$ cat config.mk
export PLATFORM = sky130hd
export DESIGN_NAME = serdes_frame_aligner
export DESIGN_NICKNAME = d
export VERILOG_FILES = /design/src/rtl/serdes_frame_aligner.sv
export SDC_FILE = /design/constraint.sdc
export NUM_CORES = 1
export LEC_CHECK = 0
export ABC_AREA = 1
export ABC_CLOCK_PERIOD_IN_PS = 2200
export BUFFER_PORTS_ARGS = -buffer_cell sky130_fd_sc_hd__clkbuf_2
export CAP_MARGIN = 10
export CORE_MARGIN = 8
export CORE_UTILIZATION = 58
export CTS_CLUSTER_SIZE = 14
export DETAILED_ROUTE_END_ITERATION = 12
export PLACE_DENSITY = 0.76
export SYNTH_ARGS = -nofsm -noshare
export SYNTH_HDL_FRONTEND = slang
export SYNTH_SLANG_ARGS = --single-unit
$ cat constraint.sdc
create_clock -name clock_in -period 2.2 [get_ports clock_in]
set_input_delay 0 -clock clock_in [delete_from_list [all_inputs] [get_ports clock_in]]
set_output_delay 0 -clock clock_in [all_outputs]
set_load 0.005 [all_outputs]
$ cat src/rtl/serdes_frame_aligner.sv
// serdes_frame_aligner
//   Receive-side word-boundary and frame-lock controller for the serial link.
//   It hunts the MSB-first bit stream for SYNC one bit at a time. A candidate
//   alignment is confirmed by LOCK_CNT consecutive syncs, one per frame. While
//   locked it delivers aligned data words. The sync slot is checked every
//   frame, and UNLOCK_CNT consecutive misses drop lock.
//
// Ports
//   clock_in    bit clock, one serial bit per rising edge
//   reset_n     asynchronous active-low reset
//   din         serial data, MSB first
//   enable      bit-valid qualifier; a low cycle is ignored entirely
//   resync      synchronous request to drop alignment and re-hunt
//   dout        last aligned data word
//   dout_valid  one-cycle pulse, dout holds a new data word
//   sync_pulse  one-cycle pulse, correct sync received while locked
//   lock_loss   one-cycle pulse, lock dropped after missed syncs
//   locked      high while in LOCKED
//   state       HUNT=0, VERIFY=1, LOCKED=2
module serdes_frame_aligner #(
    parameter int              WIDTH       = 8,
    parameter int              LOG_WIDTH   = 3,
    parameter logic [WIDTH-1:0] SYNC       = 8'hBC,
    parameter int              FRAME_WORDS = 4,
    parameter int              LOCK_CNT    = 3,
    parameter int              UNLOCK_CNT  = 2
) (
    input  logic             clock_in,
    input  logic             reset_n,
    input  logic             din,
    input  logic             enable,
    input  logic             resync,
    output logic [WIDTH-1:0] dout,
    output logic             dout_valid,
    output logic             sync_pulse,
    output logic             lock_loss,
    output logic             locked,
    output logic [1:0]       state
);

    typedef enum logic [1:0] {
        HUNT   = 2'd0,
        VERIFY = 2'd1,
        LOCKED = 2'd2
    } state_t;

    localparam logic [LOG_WIDTH-1:0] BIT_LAST = LOG_WIDTH'(WIDTH - 1);
    localparam logic [3:0]           IDX_LAST = 4'(FRAME_WORDS - 1);
    localparam logic [3:0]           LOCK_C   = 4'(LOCK_CNT);
    localparam logic [3:0]           UNLOCK_C = 4'(UNLOCK_CNT);

    state_t               st_q, st_d;
    logic [WIDTH-2:0]     sr_q, sr_d;     // only WIDTH-1 history bits are needed
    logic [LOG_WIDTH-1:0] bit_q, bit_d;
    logic [3:0]           idx_q, idx_d;
    logic [3:0]           good_q, good_d;
    logic [3:0]           miss_q, miss_d;
    logic [WIDTH-1:0]     dout_d;
    logic                 valid_d, sync_d, loss_d, locked_d;

    logic [WIDTH-1:0]     win;
    logic                 boundary;
    logic [3:0]           idx_next;

    assign win      = {sr_q, din};
    assign boundary = (st_q != HUNT) && (bit_q == BIT_LAST);
    assign idx_next = (idx_q == IDX_LAST) ? 4'd0 : idx_q + 4'd1;
    assign state    = st_q;

    always_ff @(posedge clock_in or negedge reset_n) begin
        if (!reset_n) begin
            st_q       <= HUNT;
            sr_q       <= '0;
            bit_q      <= '0;
            idx_q      <= '0;
            good_q     <= '0;
            miss_q     <= '0;
            dout       <= '0;
            dout_valid <= 1'b0;
            sync_pulse <= 1'b0;
            lock_loss  <= 1'b0;
            locked     <= 1'b0;
        end else begin
            st_q       <= st_d;
            sr_q       <= sr_d;
            bit_q      <= bit_d;
            idx_q      <= idx_d;
            good_q     <= good_d;
            miss_q     <= miss_d;
            dout       <= dout_d;
            dout_valid <= valid_d;
            sync_pulse <= sync_d;
            lock_loss  <= loss_d;
            locked     <= locked_d;
        end
    end

    always_comb begin
        st_d     = st_q;
        sr_d     = sr_q;
        bit_d    = bit_q;
        idx_d    = idx_q;
        good_d   = good_q;
        miss_d   = miss_q;
        dout_d   = dout;
        valid_d  = 1'b0;
        sync_d   = 1'b0;
        loss_d   = 1'b0;
        locked_d = locked;

        if (resync) begin
            // Silent re-hunt: no lock_loss, since nothing was missed.
            st_d     = HUNT;
            sr_d     = '0;
            bit_d    = '0;
            idx_d    = '0;
            good_d   = '0;
            miss_d   = '0;
            locked_d = 1'b0;
        end else if (enable) begin
            sr_d = win[WIDTH-2:0];
            case (st_q)
                HUNT: begin
                    if (win == SYNC) begin
                        // The matching sync is the first good one. The next
                        // bit starts word 1 of the frame.
                        st_d     = (LOCK_CNT == 1) ? LOCKED : VERIFY;
                        locked_d = (LOCK_CNT == 1);
                        bit_d    = '0;
                        idx_d    = 4'd1;
                        good_d   = 4'd1;
                        miss_d   = '0;
                    end
                end
                default: begin
                    if (!boundary) begin
                        bit_d = bit_q + 1'b1;
                    end else begin
                        bit_d = '0;
                        idx_d = idx_next;
                        if (idx_q != 4'd0) begin
                            // Data slot: only delivered once alignment is trusted.
                            if (st_q == LOCKED) begin
                                dout_d  = win;
                                valid_d = 1'b1;
                            end
                        end else if (win == SYNC) begin
                            if (st_q == VERIFY) begin
                                good_d = good_q + 4'd1;
                                if (good_q + 4'd1 == LOCK_C) begin
                                    st_d     = LOCKED;
                                    locked_d = 1'b1;
                                    miss_d   = '0;
                                end
                            end else begin
                                sync_d = 1'b1;
                                miss_d = '0;
                            end
                        end else if (st_q == VERIFY) begin
                            // Candidate alignment was wrong; back to bit hunting.
                            st_d   = HUNT;
                            good_d = '0;
                            bit_d  = '0;
                            idx_d  = '0;
                        end else begin
                            // Flywheel: tolerate isolated misses at the sync slot.
                            miss_d = miss_q + 4'd1;
                            if (miss_q + 4'd1 == UNLOCK_C) begin
                                loss_d   = 1'b1;
                                locked_d = 1'b0;
                                st_d     = HUNT;
                                bit_d    = '0;
                                idx_d    = '0;
                                good_d   = '0;
                                miss_d   = '0;
                            end
                        end
                    end
                end
            endcase
        end
    end

endmodule

# After elaboration in Yosys (flattened, before gate mapping)

Cells that the tools add are included.
Widths: inputs -> output; s select.

Output and inout bits: 14
Bits of input ports: 5
Bits in registers: 36

Equal/unequal tests: 13
Muxes and demuxes: 80
Bitwise operators: 2
$add $sub $neg: 4
Reductions and logical operators: 15

Operators with widths:

| cell                | count |
|---|---|
| $mux 4              | 30 |
| $mux 1              | 32 |
| $mux 2              | 11 |
| $reduce_and 6->1    | 3 |
| $mux 3              | 5 |
| $mux 7              | 2 |
| $add 4x1->4 const B | 3 |
| $eq 4x2->1 const B  | 3 |
| $ne 4x2->1 const B  | 3 |
| $eq 8x8->1 const B  | 1 |
| $reduce_and 8->1    | 1 |
| $reduce_bool 4->1   | 2 |
| $reduce_and 7->1    | 1 |
| $reduce_bool 5->1   | 1 |
| $ne 4x4->1 const B  | 1 |
| $reduce_bool 2->1   | 2 |
| $add 3x1->3 const B | 1 |
| $eq 3x3->1 const B  | 1 |
| $ne 3x2->1 const B  | 1 |
| $ne 3x3->1 const B  | 1 |
| $reduce_and 3->1    | 1 |
| $reduce_bool 3->1   | 1 |
| $eq 2x1->1 const B  | 1 |
| $eq 2x2->1 const B  | 1 |
| 4 further kinds     | 5 |

# Depth between registers and ports, before layout

Gate-level depths: netlist of the first run.

Word-level depth: 10
Mapped depth: 12
Depth with buffers taken out: 12

# Least setup slack after synthesis of the first run

No wires, ideal clock.

Kind: register -> register
Start point: register miss_q[0]
End point: register good_q[1]
Slack: 0.691 ns
Cell stages (with the launch flop): 12
Arrival: 1.393 ns
Path through: dfrtp_1 ha_1 nand2_1 nand2_1 inv_2 nand2_1 nor2_2 nor2_1 nor2_4 nand2_2 nand2_1 nand2_1

Word-level cells in the longest chain between the ends: 4

RTL lines:

| item                               | line | text |
|---|---|---|
| start, declared                    | 57   | `logic [3:0] miss_q, miss_d;` |
| start signal, assigned             | 89   | `miss_q <= miss_d;` |
| $add 4x1->4                        | 168  | `if (miss_q + 4'd1 == UNLOCK_C) begin` |
| $eq 4x2->1                         | 168  |  |
| $reduce_bool 5->1 (no source line) | --   |  |
| $reduce_and 6->1 (no source line)  | --   |  |
| end signal, assigned               | 88   | `good_q <= good_d;` |
| end, declared                      | 56   | `logic [3:0] good_q, good_d;` |

No other way between the ends.
A chain may end at the register's enable or synchronous reset.

# Worst setup path after layout of the first run

Start point: register st_q[1], in the netlist state[1]
End point: register dout[7]

Word-level cells in the longest chain between the ends: 3

RTL lines:

| item                                                 | line    | text |
|---|---|---|
| start, declared                                      | 52      | `state_t st_q, st_d;` |
| start signal, assigned                               | 84      | `st_q <= st_d;` |
| $reduce_bool 2->1 or $logic_not 2->1 (tied branches) | 66, 122 |  |
| $logic_and 1x1->1 or $not 1->1 (tied branches)       | --      |  |
| $reduce_and 6->1 (no source line) *                  | --      |  |
| end signal, assigned                                 | 90      | `dout <= dout_d;` |
| end, declared                                        | 33      | `output logic [WIDTH-1:0] dout,` |

Every way passes the cells marked *; elsewhere a longest branch is shown, timed or not.

==> results.sh, run 1 <==
export IMPL_avgRoutedWirePerCell_um=11.9
export IMPL_postCtsSetupRepairBufs=0
export IMPL_yosysTopAreaCell="dfrtp_1"
export IMPL_cts_sinks=36
export IMPL_syn_nets=272
export IMPL_path_class="reg -> reg"
export IMPL_num_antenna_cells=0
export IMPL_netlist_instances=259
export IMPL_syn2layout_area_growth_pct=11.8
export IMPL_drv_slew=0
export IMPL_skew_ps=5.83
export IMPL_fill_cells=297
export IMPL_seq_area_sq_um=901
export IMPL_synth_edf_count=0
export IMPL_die_w_um=75.3
export IMPL_cts_tree="built"
export IMPL_port_buffer_count=18
export IMPL_cp_slowest_cell="dfrtp_1"
export IMPL_max_clock_freq_mhz=561
export IMPL_timing_final_crit_share_pct=81.0
export IMPL_run_status="finished clean"
export IMPL_hold_slack_ps=32.2
export IMPL_combPwrFrac_pct=31.8
export IMPL_p_int_mw=1.13
export IMPL_leakage_nw=1.22
export IMPL_switchingPower_mw=0.680
export IMPL_tightest_slew_ps=841
export IMPL_reg2reg_depth=8
export IMPL_dpl_hpwl_mm=2.90
export IMPL_pwr_share_clk_pct=25.6
export IMPL_remaining_drc_errors=0
export IMPL_r2r_start="state[1]$_DFFE_PN0P_"
export IMPL_ir_worst_vdd_mv=0.513
export IMPL_pin_count=19
export IMPL_synthFlopType="dfrtp_1"
export IMPL_htreeDepth=2
export IMPL_slew_headroom_pct=43.9
export IMPL_grt_first_pass_wirelength_mm=6.84
export IMPL_crit_path_start_kind="flop"
export IMPL_period_needed_ps=1780
export IMPL_clockBufferDepth=2
export IMPL_p_per_area_mw_per_mm2=795
export IMPL_multi_input_area_sq_um=981
export IMPL_hold_depth=2
export IMPL_clk_insertion_delay_late_ps=350
export IMPL_cts_buffers=5
export IMPL_layout_drive_gt1_share_pct=20.3
export IMPL_grt_max_degree=37
export IMPL_pwr_share_seq_pct=42.6
export IMPL_ys_async_sr_fraction_pct=100
export IMPL_track_usage_pct=15.9
export IMPL_fin_tns_setup_ps=0
export IMPL_grt_pass1_vias=1580
export IMPL_cts_resized=0
export IMPL_synth_cell_type_count=28
export IMPL_rsz0062_at_grt="no"
export IMPL_cpPeakStageDelay_ps=480
export IMPL_holdPathEnd="sr_q[1]$_DFFE_PN0P_"
export IMPL_synth_most_common_cell="nand2_1"
export IMPL_antenna_found_initial=0
export IMPL_crit_fanout=12
export IMPL_ant_nets=0
export IMPL_fp_row_count=21
export IMPL_syn_avg_cell_area_sq_um=7.87
export IMPL_vias=1702
export IMPL_firstDrtPassIters=4
export IMPL_cts_root_buf="clkbuf_4"
export IMPL_grt_ovfl_total=0
export IMPL_end_kind="flop"
export IMPL_routed_wl_mm=3.96
export IMPL_via_per_inst=5.13
export IMPL_r2r_slack_ps=420
export IMPL_core_sq_mm=0.00336
export IMPL_setup_violations=0
export IMPL_yosysSeqAreaShare_pct=44.2
export IMPL_clk_pin_slew_ps=110
export IMPL_dieArea_sq_mm=0.00567
export IMPL_drt_iter0_markers=97
export IMPL_crit_arrival_ps=2080
export IMPL_ys_seq_elements=36
export IMPL_maxCapViolations=0
export IMPL_cp_cell_sequence="nor2_2 > nor2_4 > inv_2 > nor3_2 > nand4_2 > inv_2 > nand2_1 > nand2_1"
export IMPL_synth_warnings=0
export IMPL_place_congestion=0.830
export IMPL_synthTopCellsByCount="nand2_1 (83), dfrtp_1 (36), inv_1 (28)"
export IMPL_hp_start="resync"
export IMPL_synth_top_area_share_pct=44.2
export IMPL_layout_nets=298
export IMPL_start_util_pct=60.6
export IMPL_hold_path_class="in -> reg"
export IMPL_die_h_um=75.3
export IMPL_synth_area_top_cells="dfrtp_1 (44%), nand2_1 (15%), nand3_1 (5.6%)"
export IMPL_required_ps=2490
export IMPL_syn_cell_area_sq_mm=0.00204
export IMPL_swShare_pct=37.5
export IMPL_r2r_end="dout[7]$_DFFE_PN0P_"
export IMPL_report_final_hold_viol_count=0
[power by group through the flow]
stage	Clock (mW)	Sequential, mW	Combinational [mW]
final	0.464	0.772	0.577
after detailed placement	0	0.785	0.567
after floorplan	0	0.773	0.456
after global placement	0	0.783	0.563
after CTS	0.476	0.772	0.574
after global routing	0.502	0.782	0.666
[cell usage in the layout, fill, tap and decap left out, types with 2 or more instances in the layout]
cell / synthesis / routed
dfrtp_1: 36 / 36
nor3_1: 3 / 3
nor2_4: 2 / 2
ha_1: 8 / 8
a21oi_1: 3 / 3
dlygate4sd3_1: 0 / 4
nand3_1: 23 / 23
nor2_1: 14 / 14
inv_2: 7 / 7
clkbuf_2: 0 / 18
inv_1: 28 / 28
nand2_1: 83 / 83
xor2_1: 2 / 2
o21ai_1: 4 / 4
nand3_2: 2 / 2
nand2_2: 6 / 6
clkbuf_4: 0 / 5
o21ai_0: 10 / 10
o21ai_2: 3 / 3
nor2_2: 7 / 7
nand4_1: 7 / 7
[registers in the layout, summed over array words and instances (netlist names)]
signal,cells
miss_q,4
dout,8
idx_q,4
sync_pulse,1
dout_valid,1
lock_loss,1
bit_q,3
state,2
sr_q,7
locked,1
good_q,4
[logic make-up after synthesis]
logic type	Yosys count	synth area share (%)
flops	36	44.2
buf+inv	38	7.73
fa+ha+maj	8	4.91
compound gates	22	6.14
simple gates	153	36.2
xor+xnor	2	0.859
[layout make-up]
type | instances | area share, %
timing repair buffer | 22 | 5.70
tap | 46 | 2.52
clock inverter | 3 | 1.87
clock buffer | 5 | 1.65
multi-input combinational | 185 | 43.0
sequential | 36 | 39.5
inverter | 35 | 5.76
[worst max-delay path, delay by kind of cell, from the launching register on]
kind | cells | cell delay (ps)
buffers and inverters | 2 | 270
DFF | 1 | 480
and+or+nand+nor | 6 | 980
[layer usage]
metal  routed length (um)  global-route usage [%]
met5                    0                       0
met2                 1800                    24.8
met3                  225                    4.47
met1                 1890                    19.8
met4                   42                    7.89
[per-stage QoR]
| step | cell area [sq um] | std cells | utilization [%] | total power, mW | worst slack, ps |
|---|---|---|---|---|---|
| finish | 2280 | 332 | 67.8 | 1.81 | 419 |
| global placement | 2160 | 320 | 64.2 | 1.35 | 464 |
| detailed placement | 2160 | 320 | 64.2 | 1.35 | 467 |
| floorplan | 2040 | 259 | - | 1.23 | 691 |
| global route | 2280 | 332 | 67.8 | 1.95 | 261 |
| CTS | 2280 | 332 | 67.8 | 1.82 | 433 |
[worst max-delay path by stage]
stage                          startpoint                     to  slack (ps)
finish               state[1]$_DFFE_PN0P_    dout[7]$_DFFE_PN0P_         420
detailed placement   bit_q[0]$_DFFE_PN0P_    dout[5]$_DFFE_PN0P_         470
global placement     state[1]$_DFFE_PN0P_    dout[2]$_DFFE_PN0P_         460
floorplan           miss_q[0]$_DFFE_PN0P_  good_q[1]$_DFFE_PN0P_         690
global route         bit_q[0]$_DFFE_PN0P_    dout[7]$_DFFE_PN0P_         260
CTS                  state[1]$_DFFE_PN0P_    dout[5]$_DFFE_PN0P_         430
[what timing repair did]
item                       4_1_cts  5_1_grt
hold endpoints to repair        42        0
hold buffers                     4        0
setup endpoints to repair        0        0
Power figures use the tool's default switching activity.
==> run 2: changes to the inputs <==
--- a/config.mk
+++ b/config.mk
@@ -6,14 +6,14 @@
 export NUM_CORES = 1
 export LEC_CHECK = 0
 export ABC_AREA = 1
-export ABC_CLOCK_PERIOD_IN_PS = 2200
+export ABC_CLOCK_PERIOD_IN_PS = 1600
 export BUFFER_PORTS_ARGS = -buffer_cell sky130_fd_sc_hd__clkbuf_2
 export CAP_MARGIN = 10
 export CORE_MARGIN = 8
-export CORE_UTILIZATION = 58
+export CORE_UTILIZATION = 53
 export CTS_CLUSTER_SIZE = 14
 export DETAILED_ROUTE_END_ITERATION = 12
-export PLACE_DENSITY = 0.76
+export PLACE_DENSITY = 0.73
 export SYNTH_ARGS = -nofsm -noshare
 export SYNTH_HDL_FRONTEND = slang
 export SYNTH_SLANG_ARGS = --single-unit
==> constraint.sdc (replaced) <==
create_clock -name clock_in -period 1.6 [get_ports clock_in]
set_input_delay 0 -clock clock_in [delete_from_list [all_inputs] [get_ports clock_in]]
set_output_delay 0 -clock clock_in [all_outputs]
set_load 0.005 [all_outputs]
==> run 2 against run 1 <==
Effect of this change: via count is 8.0% higher; register-to-register slack got worse by 410 ps; global-route usage fell by 1.1 points; fmax up 12%; die area rose by 7.4%; worst setup slack worse by 410 ps; combinational power grew 110%; routed wire length increased by 17%; largest cell class unchanged.
==> results.sh, run 2 (synthesis results as in run 1) <==
export IMPL_dpl_hpwl_mm=3.17
export IMPL_ant_nets=0
export IMPL_layout_common_cells="nand2_1 (76), dfrtp_1 (36), inv_1 (24), buf_4 (23), nand3_1 (20)"
export IMPL_crit_arrival_ps=1820
export IMPL_holdPathEnd="sr_q[5]$_DFFE_PN0P_"
export IMPL_final_common_cell="nand2_1"
export IMPL_pin_count=19
export IMPL_end_kind="flop"
export IMPL_final_cells=357
export IMPL_timing_final_crit_share_pct=99.4
export IMPL_num_antenna_cells=0
export IMPL_hp_start="enable"
export IMPL_clk_pin_slew_ps=70
export IMPL_largest_register="dout"
export IMPL_start_util_pct=55.3
export IMPL_maxCapViolations=0
export IMPL_cpPeakStageDelay_ps=440
export IMPL_avgRoutedWirePerCell_um=13.0
export IMPL_setup_violations=0
export IMPL_r2r_end="dout[7]$_DFFE_PN0P_"
export IMPL_hold_depth=2
export IMPL_fp_row_count=22
export IMPL_rsz0062_at_grt="yes"
export IMPL_cts_buffers=5
export IMPL_drt_iter0_markers=97
export IMPL_grt_pass1_vias=1757
export IMPL_reg2reg_depth=9
export IMPL_final_cell_area_sq_mm=0.00262
export IMPL_run_status="finished clean"
export IMPL_skew_ps=3.27
export IMPL_port_buffer_count=18
export IMPL_antenna_found_initial=0
export IMPL_largest_reg_flops=8
export IMPL_cp_slowest_cell="dfrtp_1"
export IMPL_cts_tree="built"
export IMPL_path_class="reg -> reg"
export IMPL_grt_ovfl_total=0
export IMPL_leakage_nw=1.38
export IMPL_via_per_inst=5.15
export IMPL_remaining_drc_errors=0
export IMPL_firstDrtPassIters=4
export IMPL_hold_path_class="in -> reg"
export IMPL_dieArea_sq_mm=0.00609
export IMPL_layout_drive_gt1_share_pct=34.0
export IMPL_required_ps=1830
export IMPL_clockBufferDepth=2
export IMPL_track_usage_pct=14.8
export IMPL_r2r_start="state[0]$_DFFE_PN0P_"
export IMPL_ir_worst_vdd_mv=0.767
export IMPL_layout_nets=321
export IMPL_r2r_slack_ps=10
export IMPL_grt_max_degree=37
export IMPL_placed_area_sq_mm=0.00230
export IMPL_slew_headroom_pct=70.1
export IMPL_p_per_area_mw_per_mm2=1170
export IMPL_vias=1838
export IMPL_dp_cells=338
export IMPL_syn2layout_area_growth_pct=28.5
export IMPL_report_final_hold_viol_count=0
export IMPL_tightest_slew_ps=448
export IMPL_grt_first_pass_wirelength_mm=7.47
export IMPL_crit_path_start_kind="flop"
export IMPL_period_needed_ps=1590
export IMPL_core_sq_mm=0.00369
export IMPL_routed_wl_mm=4.63
export IMPL_place_congestion=0.850
export IMPL_drv_slew=0
export IMPL_clk_insertion_delay_late_ps=290
export IMPL_cts_root_buf="clkbuf_8"
export IMPL_die_w_um=78.0
export IMPL_reg_top3="dout x8, sr_q x7"
export IMPL_cts_sinks=36
export IMPL_crit_fanout=12
export IMPL_path_buf_inv=3
export IMPL_die_h_um=78.0
export IMPL_htreeDepth=2
export IMPL_cp_cell_sequence="nor2_4 > nor2_4 > inv_2 > nor3_2 > nand4_2 > buf_12 > inv_2 > nand2_1 > nand2_1"
export IMPL_max_clock_freq_mhz=629
export IMPL_crit_family="simple AND/OR/NAND/NOR gates"
==> run 2: layout make-up <==
class,instances,area [sq um]
repair buffers,44,303
flip-flops and latches,36,901
inverters,35,131
fillers,307,1070
clock buffers,5,68.8
multi-input cells,186,1110
well taps,48,60.1
clock inverters,3,42.5
==> run 2: worst register-to-register path: cells and delay by family (launching register included) <==
family,cells,cell delay [ps]
simple gates,6,760
flops,1,440
buf+inv,3,330
==> run 2: layer usage <==
| metal | GRT usage (%) | part of all wire [%] | routed length (um) |
|---|---|---|---|
| met2 | 26.0 | 49 | 2290 |
| met3 | 4.44 | 5.0 | 230 |
| met5 | 0 | 0 | 0 |
| met4 | 5.19 | 1.3 | 60 |
| met1 | 16.8 | 44 | 2050 |
==> run 2: worst max-delay path by stage <==
stage / from / endpoint / slack [ps] / depth (start not counted)
floorplan: miss_q[0]$_DFFE_PN0P_ / good_q[1]$_DFFE_PN0P_ / 90 / 11
finish: state[0]$_DFFE_PN0P_ / dout[7]$_DFFE_PN0P_ / 10 / 9
global route: miss_q[1]$_DFFE_PN0P_ / good_q[2]$_DFFE_PN0P_ / -130 / 11
CTS: idx_q[1]$_DFFE_PN0P_ / locked$_DFFE_PN0P_ / -0.4 / 9
global placement: good_q[0]$_DFFE_PN0P_ / locked$_DFFE_PN0P_ / 30 / 11
detailed placement: idx_q[1]$_DFFE_PN0P_ / good_q[2]$_DFFE_PN0P_ / 20 / 9
==> run 2: power by group <==
| part | switching (mW) | total, mW | internal (mW) | leakage, nW |
|---|---|---|---|---|
| Sequential | 0.0597 | 1.04 | 0.980 | 0.497 |
| Combinational | 0.731 | 1.22 | 0.491 | 0.829 |
| Clock | 0.337 | 0.798 | 0.461 | 0.0541 |
==> run 2: what timing repair did <==
| action | in CTS | in global routing |
|---|---|---|
| buffers inserted | 0 | 8 |
| cloned | 0 | 1 |
| hold buffers | 2 | 0 |
| hold endpoints to repair | 38 | 0 |
| pin swaps | 0 | 16 |
| gates resized for setup | 0 | 34 |
| setup endpoints to repair | 1 | 21 |
==> run 2: through the flow <==
stage	setup slack (ps)	utilization, %	TNS [ps]	hold slack, ps	power (mW)
final	9.55	71.1	0	9.06	3.06
after global routing	-128	71.1	-1380	15.4	3.25
after CTS	-0.385	65.8	-0.385	4.22	2.79
after detailed placement	20.0	62.2	0	63.6	1.98
after global placement	33.7	62.2	0	58.2	1.95
after floorplan	90.8	-	0	-296	1.69
